===== src/rtl/uart_cmd_pkg.sv =====
// uart_cmd_pkg: command codes, response bytes and FSM states shared by the UART command sequencer
package uart_cmd_pkg;
    localparam logic [7:0] CMD_SEND        = 8'h00;
    localparam logic [7:0] CMD_WR_ALL      = 8'h01;
    localparam logic [7:0] CMD_STOP        = 8'h02;
    localparam logic [7:0] CMD_WR_ONE_BASE = 8'h10;
    localparam logic [7:0] ACK_BYTE        = 8'hAA;
    localparam logic [7:0] NAK_BYTE        = 8'hEE;
    typedef enum logic [2:0] {IDLE, DECODE, COLLECT, COMMIT, RESPOND} state_e;
endpackage


===== src/rtl/uart_word_assembler.sv =====
// uart_word_assembler: MSB-first byte-to-word shift register with byte counter
module uart_word_assembler #(
    parameter int DATA_W = 16
) (
    input  logic              clk,
    input  logic              reset,
    input  logic              clear_i,
    input  logic              byte_valid_i,
    input  logic [7:0]        byte_in_i,
    output logic [DATA_W-1:0] word_o,
    output logic              word_done_o
);
    localparam int BYTES = DATA_W / 8;
    localparam int CW = BYTES > 1 ? $clog2(BYTES) : 1;
    logic [CW-1:0] cnt_q;
    logic [DATA_W-1:0] word_q;
    assign word_o = word_q;
    assign word_done_o = byte_valid_i && cnt_q == CW'(BYTES - 1);
    always_ff @(posedge clk) begin
        if (reset) begin
            cnt_q  <= '0;
            word_q <= '0;
        end else begin
            if (byte_valid_i) word_q <= (word_q << 8) | DATA_W'(byte_in_i);
            cnt_q <= (clear_i || word_done_o) ? '0 : byte_valid_i ? cnt_q + CW'(1) : cnt_q;
        end
    end
endmodule


===== src/rtl/uart_cmd_sequencer.sv =====
// uart_cmd_sequencer: decodes UART command bytes, assembles register words, reports errors and ACK/NAK
module uart_cmd_sequencer
    import uart_cmd_pkg::*;
#(
    parameter int DATA_W         = 16,
    parameter int NUM_REGS       = 2,
    parameter int TIMEOUT_CYCLES = 100000,
    parameter int ACK_EN         = 1
) (
    input  logic                clk,
    input  logic                reset,
    input  logic [7:0]          rx_data,
    input  logic                rx_ready,
    input  logic                tx_busy,
    output logic                en_send,
    output logic                send_active,
    output logic [NUM_REGS-1:0] reg_wr_en,
    output logic [DATA_W-1:0]   reg_wr_data,
    output logic                tx_start,
    output logic [7:0]          tx_data,
    output logic                cmd_error,
    output logic                rx_overrun
);
    localparam int IW = NUM_REGS > 1 ? $clog2(NUM_REGS) : 1;
    localparam int TW = TIMEOUT_CYCLES > 0 ? $clog2(TIMEOUT_CYCLES + 1) : 1;
    state_e state_q, state_d;
    logic [7:0] cmd_q, cmd_d;
    logic [IW-1:0] idx_q, idx_d;
    logic all_q, all_d, nak_q, nak_d;
    logic [TW-1:0] tmr_q, tmr_d;
    logic [DATA_W-1:0] word;
    logic word_done, timeout, is_wr_one, is_bad, last_reg;
    logic en_send_d, send_active_d, tx_start_d, cmd_error_d, rx_overrun_d;
    logic [NUM_REGS-1:0] reg_wr_en_d;
    logic [DATA_W-1:0] reg_wr_data_d;
    logic [7:0] tx_data_d;
    uart_word_assembler #(.DATA_W(DATA_W)) u_asm (
        .clk         (clk),
        .reset       (reset),
        .clear_i     (state_q != COLLECT),
        .byte_valid_i(state_q == COLLECT && rx_ready),
        .byte_in_i   (rx_data),
        .word_o      (word),
        .word_done_o (word_done)
    );
    assign is_wr_one = cmd_q[7:4] == CMD_WR_ONE_BASE[7:4] && int'(cmd_q[3:0]) < NUM_REGS;
    assign is_bad = !(cmd_q == CMD_SEND || cmd_q == CMD_STOP || cmd_q == CMD_WR_ALL || is_wr_one);
    assign last_reg = idx_q == IW'(NUM_REGS - 1);
    // the gap timer fires on the TIMEOUT_CYCLES-th consecutive byte-less cycle in COLLECT
    assign timeout = TIMEOUT_CYCLES != 0 && state_q == COLLECT && !rx_ready && tmr_q == TW'(TIMEOUT_CYCLES - 1);
    always_ff @(posedge clk) begin
        if (reset) begin
            state_q     <= IDLE;
            cmd_q       <= '0;
            idx_q       <= '0;
            all_q       <= 1'b0;
            nak_q       <= 1'b0;
            tmr_q       <= '0;
            en_send     <= 1'b0;
            send_active <= 1'b0;
            reg_wr_en   <= '0;
            reg_wr_data <= '0;
            tx_start    <= 1'b0;
            tx_data     <= '0;
            cmd_error   <= 1'b0;
            rx_overrun  <= 1'b0;
        end else begin
            state_q     <= state_d;
            cmd_q       <= cmd_d;
            idx_q       <= idx_d;
            all_q       <= all_d;
            nak_q       <= nak_d;
            tmr_q       <= tmr_d;
            en_send     <= en_send_d;
            send_active <= send_active_d;
            reg_wr_en   <= reg_wr_en_d;
            reg_wr_data <= reg_wr_data_d;
            tx_start    <= tx_start_d;
            tx_data     <= tx_data_d;
            cmd_error   <= cmd_error_d;
            rx_overrun  <= rx_overrun_d;
        end
    end
    always_comb begin
        state_d = state_q;
        cmd_d   = cmd_q;
        idx_d   = idx_q;
        all_d   = all_q;
        nak_d   = nak_q;
        tmr_d   = (state_q != COLLECT || rx_ready) ? '0 : tmr_q == TW'(TIMEOUT_CYCLES) ? tmr_q : tmr_q + TW'(1);
        case (state_q)
            IDLE: if (rx_ready) begin
                cmd_d   = rx_data;
                state_d = DECODE;
            end
            DECODE: begin
                nak_d   = is_bad;
                state_d = RESPOND;
                if (cmd_q == CMD_WR_ALL) begin
                    idx_d   = '0;
                    all_d   = 1'b1;
                    state_d = COLLECT;
                end else if (is_wr_one) begin
                    idx_d   = IW'(cmd_q[3:0]);
                    all_d   = 1'b0;
                    state_d = COLLECT;
                end
            end
            COLLECT: if (word_done) state_d = COMMIT;
                else if (timeout) begin
                    nak_d   = 1'b1;
                    state_d = RESPOND;
                end
            COMMIT: if (all_q && !last_reg) begin
                idx_d   = idx_q + IW'(1);
                state_d = COLLECT;
            end else state_d = RESPOND;
            RESPOND: if (ACK_EN == 0 || !tx_busy) state_d = IDLE;
            default: state_d = IDLE;
        endcase
    end
    always_comb begin
        en_send_d     = state_q == DECODE && cmd_q == CMD_SEND;
        send_active_d = en_send_d ? 1'b1 : (state_q == DECODE && cmd_q == CMD_STOP) ? 1'b0 : send_active;
        reg_wr_en_d   = state_q == COMMIT ? NUM_REGS'(1) << idx_q : '0;
        reg_wr_data_d = state_q == COMMIT ? word : reg_wr_data;
        tx_start_d    = ACK_EN != 0 && state_q == RESPOND && !tx_busy;
        tx_data_d     = tx_start_d ? (nak_q ? NAK_BYTE : ACK_BYTE) : tx_data;
        cmd_error_d   = (state_q == DECODE && is_bad) || timeout;
        rx_overrun_d  = rx_ready && (state_q == DECODE || state_q == COMMIT || state_q == RESPOND);
    end
endmodule


===== config.mk =====
export PLATFORM = sky130hd
export DESIGN_NAME = uart_cmd_sequencer
export DESIGN_NICKNAME = d
export VERILOG_FILES = /design/src/rtl/uart_cmd_pkg.sv /design/src/rtl/uart_word_assembler.sv /design/src/rtl/uart_cmd_sequencer.sv
export SDC_FILE = /design/constraint.sdc
export NUM_CORES = 1
export LEC_CHECK = 0
export ABC_AREA = 1
export BUFFER_PORTS_ARGS = -buffer_cell sky130_fd_sc_hd__buf_4
export CAP_MARGIN = 10
export CORE_MARGIN = 4
export CORE_UTILIZATION = 45
export CTS_CLUSTER_DIAMETER = 80
export DETAILED_ROUTE_END_ITERATION = 10
export HOLD_SLACK_MARGIN = 0.06
export PLACE_DENSITY = 0.68
export SKIP_CTS_REPAIR_TIMING = 1
export SYNTH_ARGS = -nofsm -noshare
export SYNTH_HDL_FRONTEND = slang
export SYNTH_SLANG_ARGS = --single-unit

===== constraint.sdc =====
create_clock -name clk -period 1.3 [get_ports clk]
set_input_delay 0.195 -clock clk [delete_from_list [all_inputs] [get_ports clk]]
set_output_delay 0.195 -clock clk [all_outputs]
set_load 0.01 [all_outputs]

==> key figures <==
Status
  – Status: finished, violations left
  – Failing checks: negative setup slack

Die
  – Starting Density: 47.64%
  – Die H: about 90 um
  – # rows: 29
  – Die area: between 8000 and 9000 um2
  – I/O pins: 43
  – Core area: 6495 um2
  – Die W: slightly above 90 um

Logic synthesis
  – Asr flop ratio synth: 0%
  – Synth Area in Simple Gates: 27.25%
  – Largest cells by area after synthesis: dfxtp_1 47%, nor2_1 11%, o21ai_0 8.1%
  – Synth cell count leaders: 89 x nor2_1, 73 x dfxtp_1, 50 x o21ai_0
  – Post-synthesis instance area: about 3100 um2
  – Mean Syn Cell Area: about 7.6 um2
  – Portion of netlist area occupied by mux cells: 0%
  – Primary FF master, synth: dfxtp_1
  – Number of synthesis warnings: 0
  – Synth top area share: between 40% and 50%
  – Area leader, netlist: dfxtp_1
  – Seq/Total Area, Yosys: between 40% and 50%
  – Cells after Synth: 405
  – Largest family of logic cells by synthesized area: simple AND/OR/NAND/NOR gates
  – Post-synth EDFFs: 0
  – Yosys reg bits: 73
  – Cell variety after synth: 35
  – Post-synthesis compound-gate area fraction: between 15 and 20%
  – Post-synthesis xor/xnor area fraction: less than 1%
  – Count leader, synth: nor2_1
  – Post-synthesis adder-cell area fraction: less than 1%

Global routing
  – Initial antenna violation count: 0
  – Global-route wire length before repair: approximately 11000 um
  – Largest net degree at the start of global routing: 45
  – Tot GR Track Use: 16.08%
  – Number of global-route vias before repair: roughly 2500
  – Total congestion overflow: 0

Drt
  – Routed len/inst: about 12 um
  – Via Count: 2781
  – WL final: between 6000 and 7000 um
  – DRT iter0 DRCs: 98
  – Post-DRT Antenna Nets: 0
  – Vias/cell: 4.993
  – DR DRC count: 0
  – Pre-antenna DRT Iters: 4

Final layout
  – Nets@finish: a little under 500
  – Layout cell share with drive strength beyond 1: between 30% and 40%
  – # diodes: 0
  – Area grow syn2layout: 32.83%
  – Final Util: 63.28%
  – Design Area, Final: between 4000 and 5000 um2
  – Layout Cells excl Fill: around 560

Clock network
  – H-tree depth: 3
  – Worst-Skew Late Latency: around 0.35 ns
  – Max clock buf depth: 2
  – Clock buffer count from CTS: 9
  – Clock-pin slew on the worst setup and hold paths: 0.09 ns
  – Clock root cell: clkbuf_8
  – CTS tree: built
  – TritonCTS Sinks: 73

Worst hold path
  – Worst hold path stage count: 3
  – Hold/Removal Path Class: in2reg
  – Worst Hold Path EP: u_asm.word_o[5]
  – Hold_sp: rx_data[5]

STA
  – TNS Setup: -0.1491 ns
  – Hold Fails Final Rpt: 0
  – Slew Viols, Final: 0
  – Final min period: between 1 and 1.5 ns
  – Tcrit/Tclk final: 103.5%
  – Max Clock Skew: around 0.01 ns
  – FMAX: 743.0 MHz
  – Hold Slack: just under 0.08 ns
  – Unrepaired setup endpoints after global routing: yes
  – Final setup margin: -0.04594 ns
  – Endpoints failing setup: 7

Power
  – Worst VDD drop: approximately 0.73 mV
  – Pwr per Cell Area: 1219 nW/um2
  – Pwr Total: about 5.0 mW
  – Leak Pwr: roughly 1.7 nW

Placed design
  – DPL Wire Length: 4790 um
  – Dpl cell area: 3606 um2
  – Pre-CTS WS: -0.08054 ns
  – IO Port Bufs: 40
  – Routability cong.: approximately 0.84
  – Dpl cells: 530

Job
  – Max-Cap Viols: 0

Critical path
  – Critical Path AT: approximately 1.6 ns
  – Critical Path End Type: register
  – Type of origin of the critical path: register
  – R2r startpoint: tmr_q[5]
  – R2R setup slack: -0.05 ns
  – R2r endpoint: tmr_q[14]
  – R2r worst-path depth: 5
  – Required time of the critical path: around 1.5 ns
  – Crit-path max FO: 5
  – Crit path kind: reg2reg
[worst max-delay path, stage by stage (launching register included)]
cell	delay, ns
dfxtp_1	0.47
inv_1	0.15
nor3_4	0.19
nand3_1	0.09
o31ai_1	0.27
a21oi_1	0.07
[final cells by class]
| type | count | area [um2] |
|---|---|---|
| timing repair buffer | 76 | 635.6 |
| inverter | 45 | 183.9 |
| clock buffer | 9 | 123.9 |
| sequential | 73 | 1479 |
| tap | 77 | 96.34 |
| fill | 573 | 2385 |
| clock inverter | 7 | 77.57 |
| multi-input combinational | 270 | 1514 |
[power breakdown]
group          switching (mW)  internal [mW]  total (mW)
Clock                   0.901          0.903        1.80
Combinational           0.426          0.336       0.762
Sequential             0.0886           2.36        2.44
Total                    1.42           3.59        5.01
[logic make-up after synthesis]
kind of cell               count (synthesis)
and+or+nand+nor                          177
other                                      1
buffers and inverters                     63
xor gates and xnor gates                   1
adders and majority gates                  2
AOI/OAI and AO/OA                         88
DFF                                       73
[registers in the layout, summed over array words and instances, names as in the netlist]
signal,flops
nak_q,1
send_active,1
rx_overrun,1
tx_data,2
cmd_error,1
state_q,3
en_send,1
all_q,1
cmd_q,8
reg_wr_en,2
tmr_q,17
idx_q,1
tx_start,1
u_asm.cnt_q,1
reg_wr_data,16
u_asm.word_o,16
[layer usage]
layer / track usage, % / wire, um
met2: 27.16 / 3260
met5: 0 / 0
met1: 19.95 / 3265
met4: 7.161 / 99
met3: 2.917 / 281
[cells in the final DEF, fill, tap and decap left out, types with 2 or more instances in the layout]
cell and instances:
inv_6 2, nor3_1 4, nand3_2 3, o21ai_0 46, dfxtp_2 2, nand3_4 3
a31oi_1 3, inv_2 5, nor2_2 6, inv_4 6, nor2_4 9, clkinv_4 2
buf_4 68, conb_1 2, nor2_1 83, buf_12 2, ha_4 2, nand2_1 27
nand2_4 3, nand3_1 16, clkinv_1 2, o21ai_1 5, buf_6 4, dfxtp_1 67
a21oi_2 6, inv_1 32, clkbuf_8 9, nor3_4 3, nand4_1 7, a211oi_2 2
nand2_2 9, nor3_2 2, a21oi_1 22, dfxtp_4 4
[worst max path at each step]
stage | startpoint | endpoint | cells after the start
global route | tmr_q[7] | state_q[2] | 8
CTS | tmr_q[0] | tmr_q[1] | 8
finish | tmr_q[5] | tmr_q[14] | 5
global placement | tmr_q[0] | tmr_q[1] | 8
detailed placement | tmr_q[0] | tmr_q[1] | 8
floorplan | tmr_q[0] | tmr_q[12] | 8
Note: power is estimated with default switching activity, not from simulation.
